`config.mk`:
```
export PLATFORM = sky130hd
export DESIGN_NAME = branch_resolve_unit
export DESIGN_NICKNAME = d
export VERILOG_FILES = /design/src/rtl/branch_resolve_unit_pkg.sv /design/src/rtl/branch_resolve_unit_cond.sv /design/src/rtl/branch_resolve_unit.sv
export SDC_FILE = /design/constraint.sdc
export NUM_CORES = 1
export LEC_CHECK = 0
export CAP_MARGIN = 20
export CORE_MARGIN = 2
export CORE_UTILIZATION = 52
export CTS_CLUSTER_SIZE = 12
export DETAILED_ROUTE_END_ITERATION = 12
export HOLD_SLACK_MARGIN = 0.05
export PLACE_DENSITY = 0.88
export SYNTH_ARGS = -nofsm -noshare
export SYNTH_HDL_FRONTEND = slang
export SYNTH_SLANG_ARGS = --single-unit
```
`constraint.sdc`:
```
create_clock -name clk -period 11.5 [get_ports clk]
set_clock_uncertainty 0.2 [all_clocks]
set_input_delay 1.725 -clock clk [delete_from_list [all_inputs] [get_ports clk]]
set_output_delay 1.725 -clock clk [all_outputs]
set_load 0.03 [all_outputs]
```
`src/rtl/branch_resolve_unit_pkg.sv`:
```
// Shared definitions for the branch resolve unit: default widths and the
// branch opcode encodings used by the EX stage and the early-resolve path.
package branch_resolve_unit_pkg;

    localparam int BR_WORD       = 32;
    localparam int BR_OPCODE_LEN = 4;

    typedef enum logic [3:0] {
        BR_NONE = 4'd0,
        BR_EQ   = 4'd1,
        BR_NE   = 4'd2,
        BR_LT   = 4'd3,
        BR_GE   = 4'd4,
        BR_LTU  = 4'd5,
        BR_GEU  = 4'd6,
        BR_B    = 4'd7,
        BR_BL   = 4'd8,
        BR_JIRL = 4'd9
    } br_op_e;

endpackage

```
`src/rtl/branch_resolve_unit_cond.sv`:
```
// Branch direction decision: purely combinational so the same comparator
// can later be dropped into an ID-stage early-resolve path unchanged.
module br_cond
    import branch_resolve_unit_pkg::*;
#(
    parameter int WORD       = BR_WORD,
    parameter int OPCODE_LEN = BR_OPCODE_LEN
) (
    input  logic [OPCODE_LEN-1:0] opcode_i,
    input  logic [WORD-1:0]       rj_i,
    input  logic [WORD-1:0]       rd_i,
    output logic                  taken_o
);

    // Decode the mode and evaluate its condition; unknown codes never branch.
    always_comb begin
        taken_o = 1'b0;
        case (opcode_i)
            OPCODE_LEN'(BR_EQ):   taken_o = (rj_i == rd_i);
            OPCODE_LEN'(BR_NE):   taken_o = (rj_i != rd_i);
            OPCODE_LEN'(BR_LT):   taken_o = ($signed(rj_i) <  $signed(rd_i));
            OPCODE_LEN'(BR_GE):   taken_o = ($signed(rj_i) >= $signed(rd_i));
            OPCODE_LEN'(BR_LTU):  taken_o = (rj_i <  rd_i);
            OPCODE_LEN'(BR_GEU):  taken_o = (rj_i >= rd_i);
            OPCODE_LEN'(BR_B),
            OPCODE_LEN'(BR_BL),
            OPCODE_LEN'(BR_JIRL): taken_o = 1'b1;
            default:              taken_o = 1'b0;
        endcase
    end

endmodule

```
`src/rtl/branch_resolve_unit.sv`:
```
// EX-stage branch resolve unit: resolves direction, target, link and
// redirect PC, checks the front-end prediction, and holds the result in one
// registered stage with valid/ready handshake, flush and perf counters.
module branch_resolve_unit
    import branch_resolve_unit_pkg::*;
#(
    parameter int WORD       = BR_WORD,
    parameter int OPCODE_LEN = BR_OPCODE_LEN,
    parameter int CNT_W      = 16
) (
    input  logic                  clk,
    input  logic                  rst,
    input  logic                  flush,
    input  logic                  cnt_clr,
    input  logic                  in_valid,
    output logic                  in_ready,
    input  logic [OPCODE_LEN-1:0] in_opcode,
    input  logic [WORD-1:0]       in_rj,
    input  logic [WORD-1:0]       in_rd,
    input  logic [WORD-1:0]       in_pc,
    input  logic [WORD-1:0]       in_offs,
    input  logic                  in_pred_taken,
    input  logic [WORD-1:0]       in_pred_target,
    output logic                  out_valid,
    input  logic                  out_ready,
    output logic                  out_taken,
    output logic [WORD-1:0]       out_target,
    output logic [WORD-1:0]       out_link,
    output logic [WORD-1:0]       out_redirect_pc,
    output logic                  out_mispredict,
    output logic [CNT_W-1:0]      cnt_branch,
    output logic [CNT_W-1:0]      cnt_mispredict
);

    logic            taken_d;
    logic            is_jirl;
    logic            known_op;
    logic [WORD-1:0] base;
    logic [WORD-1:0] target_d;
    logic [WORD-1:0] link_d;
    logic [WORD-1:0] redirect_d;
    logic            mispredict_d;
    logic            accept;
    logic            retire;

    logic            valid_q;
    logic            taken_q;
    logic [WORD-1:0] target_q;
    logic [WORD-1:0] link_q;
    logic [WORD-1:0] redirect_q;
    logic            mispredict_q;
    logic [CNT_W-1:0] cnt_branch_q;
    logic [CNT_W-1:0] cnt_mispredict_q;

    br_cond #(
        .WORD       (WORD),
        .OPCODE_LEN (OPCODE_LEN)
    ) u_cond (
        .opcode_i (in_opcode),
        .rj_i     (in_rj),
        .rd_i     (in_rd),
        .taken_o  (taken_d)
    );

    // The stage frees up when empty or when the held result leaves this cycle;
    // flush blocks both capture and retirement.
    assign in_ready = !valid_q || out_ready;
    assign accept   = in_valid && in_ready && !flush;
    assign retire   = valid_q && out_ready && !flush;

    // Target, link, redirect and prediction check for the offered operands.
    always_comb begin
        is_jirl      = (in_opcode == OPCODE_LEN'(BR_JIRL));
        known_op     = (in_opcode >= OPCODE_LEN'(BR_EQ)) && (in_opcode <= OPCODE_LEN'(BR_JIRL));
        base         = is_jirl ? in_rj : in_pc;
        link_d       = in_pc + WORD'(4);
        target_d     = known_op ? (base + in_offs) : link_d;
        redirect_d   = taken_d ? target_d : link_d;
        mispredict_d = (taken_d != in_pred_taken) ||
                       (taken_d && in_pred_taken && (target_d != in_pred_target));
    end

    // Result register: loads on acceptance, empties on retirement, cleared by flush or reset.
    always_ff @(posedge clk) begin
        if (rst) begin
            valid_q      <= 1'b0;
            taken_q      <= 1'b0;
            target_q     <= '0;
            link_q       <= '0;
            redirect_q   <= '0;
            mispredict_q <= 1'b0;
        end else if (flush) begin
            valid_q      <= 1'b0;
        end else if (accept) begin
            valid_q      <= 1'b1;
            taken_q      <= taken_d;
            target_q     <= target_d;
            link_q       <= link_d;
            redirect_q   <= redirect_d;
            mispredict_q <= mispredict_d;
        end else if (retire) begin
            valid_q      <= 1'b0;
        end
    end

    // Saturating perf counters, advanced only when a result actually leaves the stage.
    always_ff @(posedge clk) begin
        if (rst || cnt_clr) begin
            cnt_branch_q     <= '0;
            cnt_mispredict_q <= '0;
        end else if (retire) begin
            if (cnt_branch_q != {CNT_W{1'b1}}) begin
                cnt_branch_q <= cnt_branch_q + CNT_W'(1);
            end
            if (mispredict_q && (cnt_mispredict_q != {CNT_W{1'b1}})) begin
                cnt_mispredict_q <= cnt_mispredict_q + CNT_W'(1);
            end
        end
    end

    assign out_valid       = valid_q;
    assign out_taken       = taken_q;
    assign out_target      = target_q;
    assign out_link        = link_q;
    assign out_redirect_pc = redirect_q;
    assign out_mispredict  = mispredict_q;
    assign cnt_branch      = cnt_branch_q;
    assign cnt_mispredict  = cnt_mispredict_q;

endmodule

```
==> results.yml <==
floorplan:
  num_rows: 50
  die-area_um2: 20100
  start_util_pct: 52.8
  die_x_um: 142
  die_h_um: 142
  io_pins: 303
  core_um2: 18700
yosys:
  synth_area_leaders: "dfxtp_1 27%, ha_1 9.0%, nor2_1 5.9%, nand2_1 5.8%, a21oi_1 5.5%"
  synthArstFlopShare_pct: 0
  synthesis.nets: 1528
  synth_seq_area_share_pct: 26.5
  synth_cell_type_count: 75
  synth-edff-count: 0
  ys_seq_elements: 131
  syn_area_per_cell_um2: 7.69
  yosys.area.top_type: "dfxtp_1"
  syn_area_um2: 9880
  yosysWarnings: 0
  syn_inst: 1285
  synthFlopType: "dfxtp_1"
  yosys.area.top_type_share_pct: 26.5
clocking:
  clock_path_buffers: 2
  clk_pin_slew_ns: 0.06
  cts_hold_buf: 0
  cts_tree: "built"
  cts_setup_buffers: 0
  htree_levels: 4
  cts.sink_count: 131
  cts_resized: 0
  clk_latency_ns: 0.42
  cts_made_buffers: 17
  root_buffer: "clkbuf_16"
cells_and_area:
  fin_cells: 1800
  mostFrequentLayoutCells: "301 x clkdlybuf4s50_1, 154 x nor2_1, 153 x nand2_1"
  utilization_pct: 72.8
  drive_above_1_share_pct: 5.63
  seqCellArea_um2: 2620
  n_fill_cell: 1432
  final_nets: 1795
  multiInputGateArea_um2: 6800
  layout.cells.most_common: "clkdlybuf4s50_1"
  syn_to_final_growth_pct: 37.9
place:
  place_inst: 1767
  dpl.hpwl_um: 28400
  routabilityCongestion: 1.07
  numPortBuffers: 302
drt:
  drt-total-wl_um: 36300
  drt_iter0_markers: 1023
  wl_per_cell_um: 20.1
  first_pass_iters: 6
  vias: 11200
  post_drt_via_cell_ratio: 6.20
  ant_nets: 0
  route.detailed.drc: 0
global_route:
  globalRouteTotalUtil_pct: 35.3
  grt_pass1_wl_um: 55600
  grt_max_degree: 101
  overflow: 0
  grt_pass1_vias: 10500
  grt_antenna_before_repair: 2
sta:
  min_period_ns: 7.52
  final_max_slew_viol_count: 0
  fin_setup_tns_ns: 0
  max-slew-margin-rel_pct: 30.1
  finalHoldViolCount: 0
  fin_crit_sh_pct: 65.4
  rsz0062_at_grt: "false"
  worst_slew_pin_slew_ns: 1.05
  setup_violations: 0
  fmax_mhz: 133
  timing.hold.ws_ns: 0.252
setup_path:
  worstPathArrival_ns: 7.62
  crit_type: "input port to flop"
  end_kind: "flop"
  worstPathMaxFanout: 39
  crit_required_ns: 11.60
  cp-start-kind: "input port"
  r2r_cells: 12
outcome:
  outcome: "finished, final reports clean"
power:
  max-vdd-ir-drop_mv: 0.0821
  powerDensity_nw_per_um2: 117
  power_leakage_uw: 0.00525
hold_path:
  min_path_cells: 2
  worst_hold_path_type: "flop to flop"
job:
  drv_cap: 0
power breakdown:
part           internal, uW  switching (uW)
combinational           229             318
clock                   349             208
sequential              479            15.4
total                  1060             542
area by class of cell:
cell class,instances,share of cell area (%)
multi-input combinational,1038,49.9
timing repair buffer,312,22.7
sequential,131,19.3
clock inverter,13,1.28
antenna,2,0.0367
inverter,52,1.43
clock buffer,18,3.22
tap,234,2.15
sequential cells by signal, indices dropped and copies added, names as in the netlist:
signal           count
out_valid            1
out_redirect_pc     32
out_target          32
out_link            32
out_mispredict       1
out_taken            1
cnt_branch          16
cnt_mispredict      16
kinds of logic (layout without fill, tap and decap cells):
logic type                 after synthesis  count (layout)  share of synthesized area, %
adders and majority gates               72              72                          9.19
other                                    0               2                             0
AOI/OAI and AO/OA                      305             305                          20.2
and+or+nand+nor                        493             493                          23.2
buffers and inverters                  116             395                          4.69
xor gates and xnor gates               108             108                          9.73
DFF                                    131             131                          26.5
muxes                                   60              60                          6.43
layer usage:
metal	wire [um]	vias to the layer above	part of all wire [%]	track usage [%]
li1	-	5145	-	-
met1	13700	5193	38	43.1
met2	16700	709	46	58.3
met3	3900	114	11	8.10
met4	1950	2	5.4	18.3
met5	36	-	0.099	0
cells in the mapped netlist, types with 3 or more instances:
library cell and count:
clkbuf_1 50, or3_1 18, or2_2 5, nor4_1 11
a21oi_1 109, and2_1 7, o21ai_0 44, nand2_1 153
a221o_1 3, a2111oi_0 4, buf_6 3, a21o_1 22
xnor2_1 60, o221ai_1 3, nand3b_1 3, nor2b_1 5
o2111ai_1 4, nor3_1 21, and4_1 7, xor2_1 47
nand2b_1 4, a31oi_1 17, ha_1 71, nor2_1 154
o21bai_1 3, nor3b_1 3, inv_1 51, mux2i_1 32
o31a_1 5, dfxtp_1 131, nand3_1 40, or4_1 4
a211oi_1 38, a2111o_1 3, buf_1 9, nand4_1 28
mux2_2 28, o31ai_1 5, o211ai_1 14, o21a_1 5
nor4b_1 3, and3_1 17
worst paths after layout:
check                 startpoint                   to  slack [ns]
max                     in_rd[1]       out_mispredict        3.98
min          out_redirect_pc[18]  out_redirect_pc[18]        0.25
max reg2reg            out_valid       out_mispredict        8.37
min reg2reg  out_redirect_pc[18]  out_redirect_pc[18]        0.25
worst max-delay path: stages:
cell             delay (ns)
clkdlybuf4s50_1        0.45
inv_1                  0.04
ha_1                   0.28
nor2b_1                0.14
o211ai_1               0.16
a21oi_1                0.09
a2111oi_0              0.85
o221ai_2               0.28
o41ai_1                0.48
a221oi_2               0.15
a311oi_4               0.21
buf_4                  0.54
inv_2                  0.19
ha_1                   0.34
nor4_1                 0.29
nand4_1                0.14
a211oi_1               0.20
nand4_1                0.14
nor4_1                 0.32
nand4_1                0.16
nor4_1                 0.27
a31oi_1                0.14
per-stage QoR:
stage	setup slack (ns)	total power [uW]	instance area, um^2
6_report	3.98	1600	13600
5_1_grt	3.70	1660	13600
4_1_cts	4.14	1590	13600
3_5_place_dp	3.78	1030	13000
3_3_place_gp	4.02	1020	13000
2_1_floorplan	5.57	826	9880
Note: power is estimated with default switching activity, not from simulation.
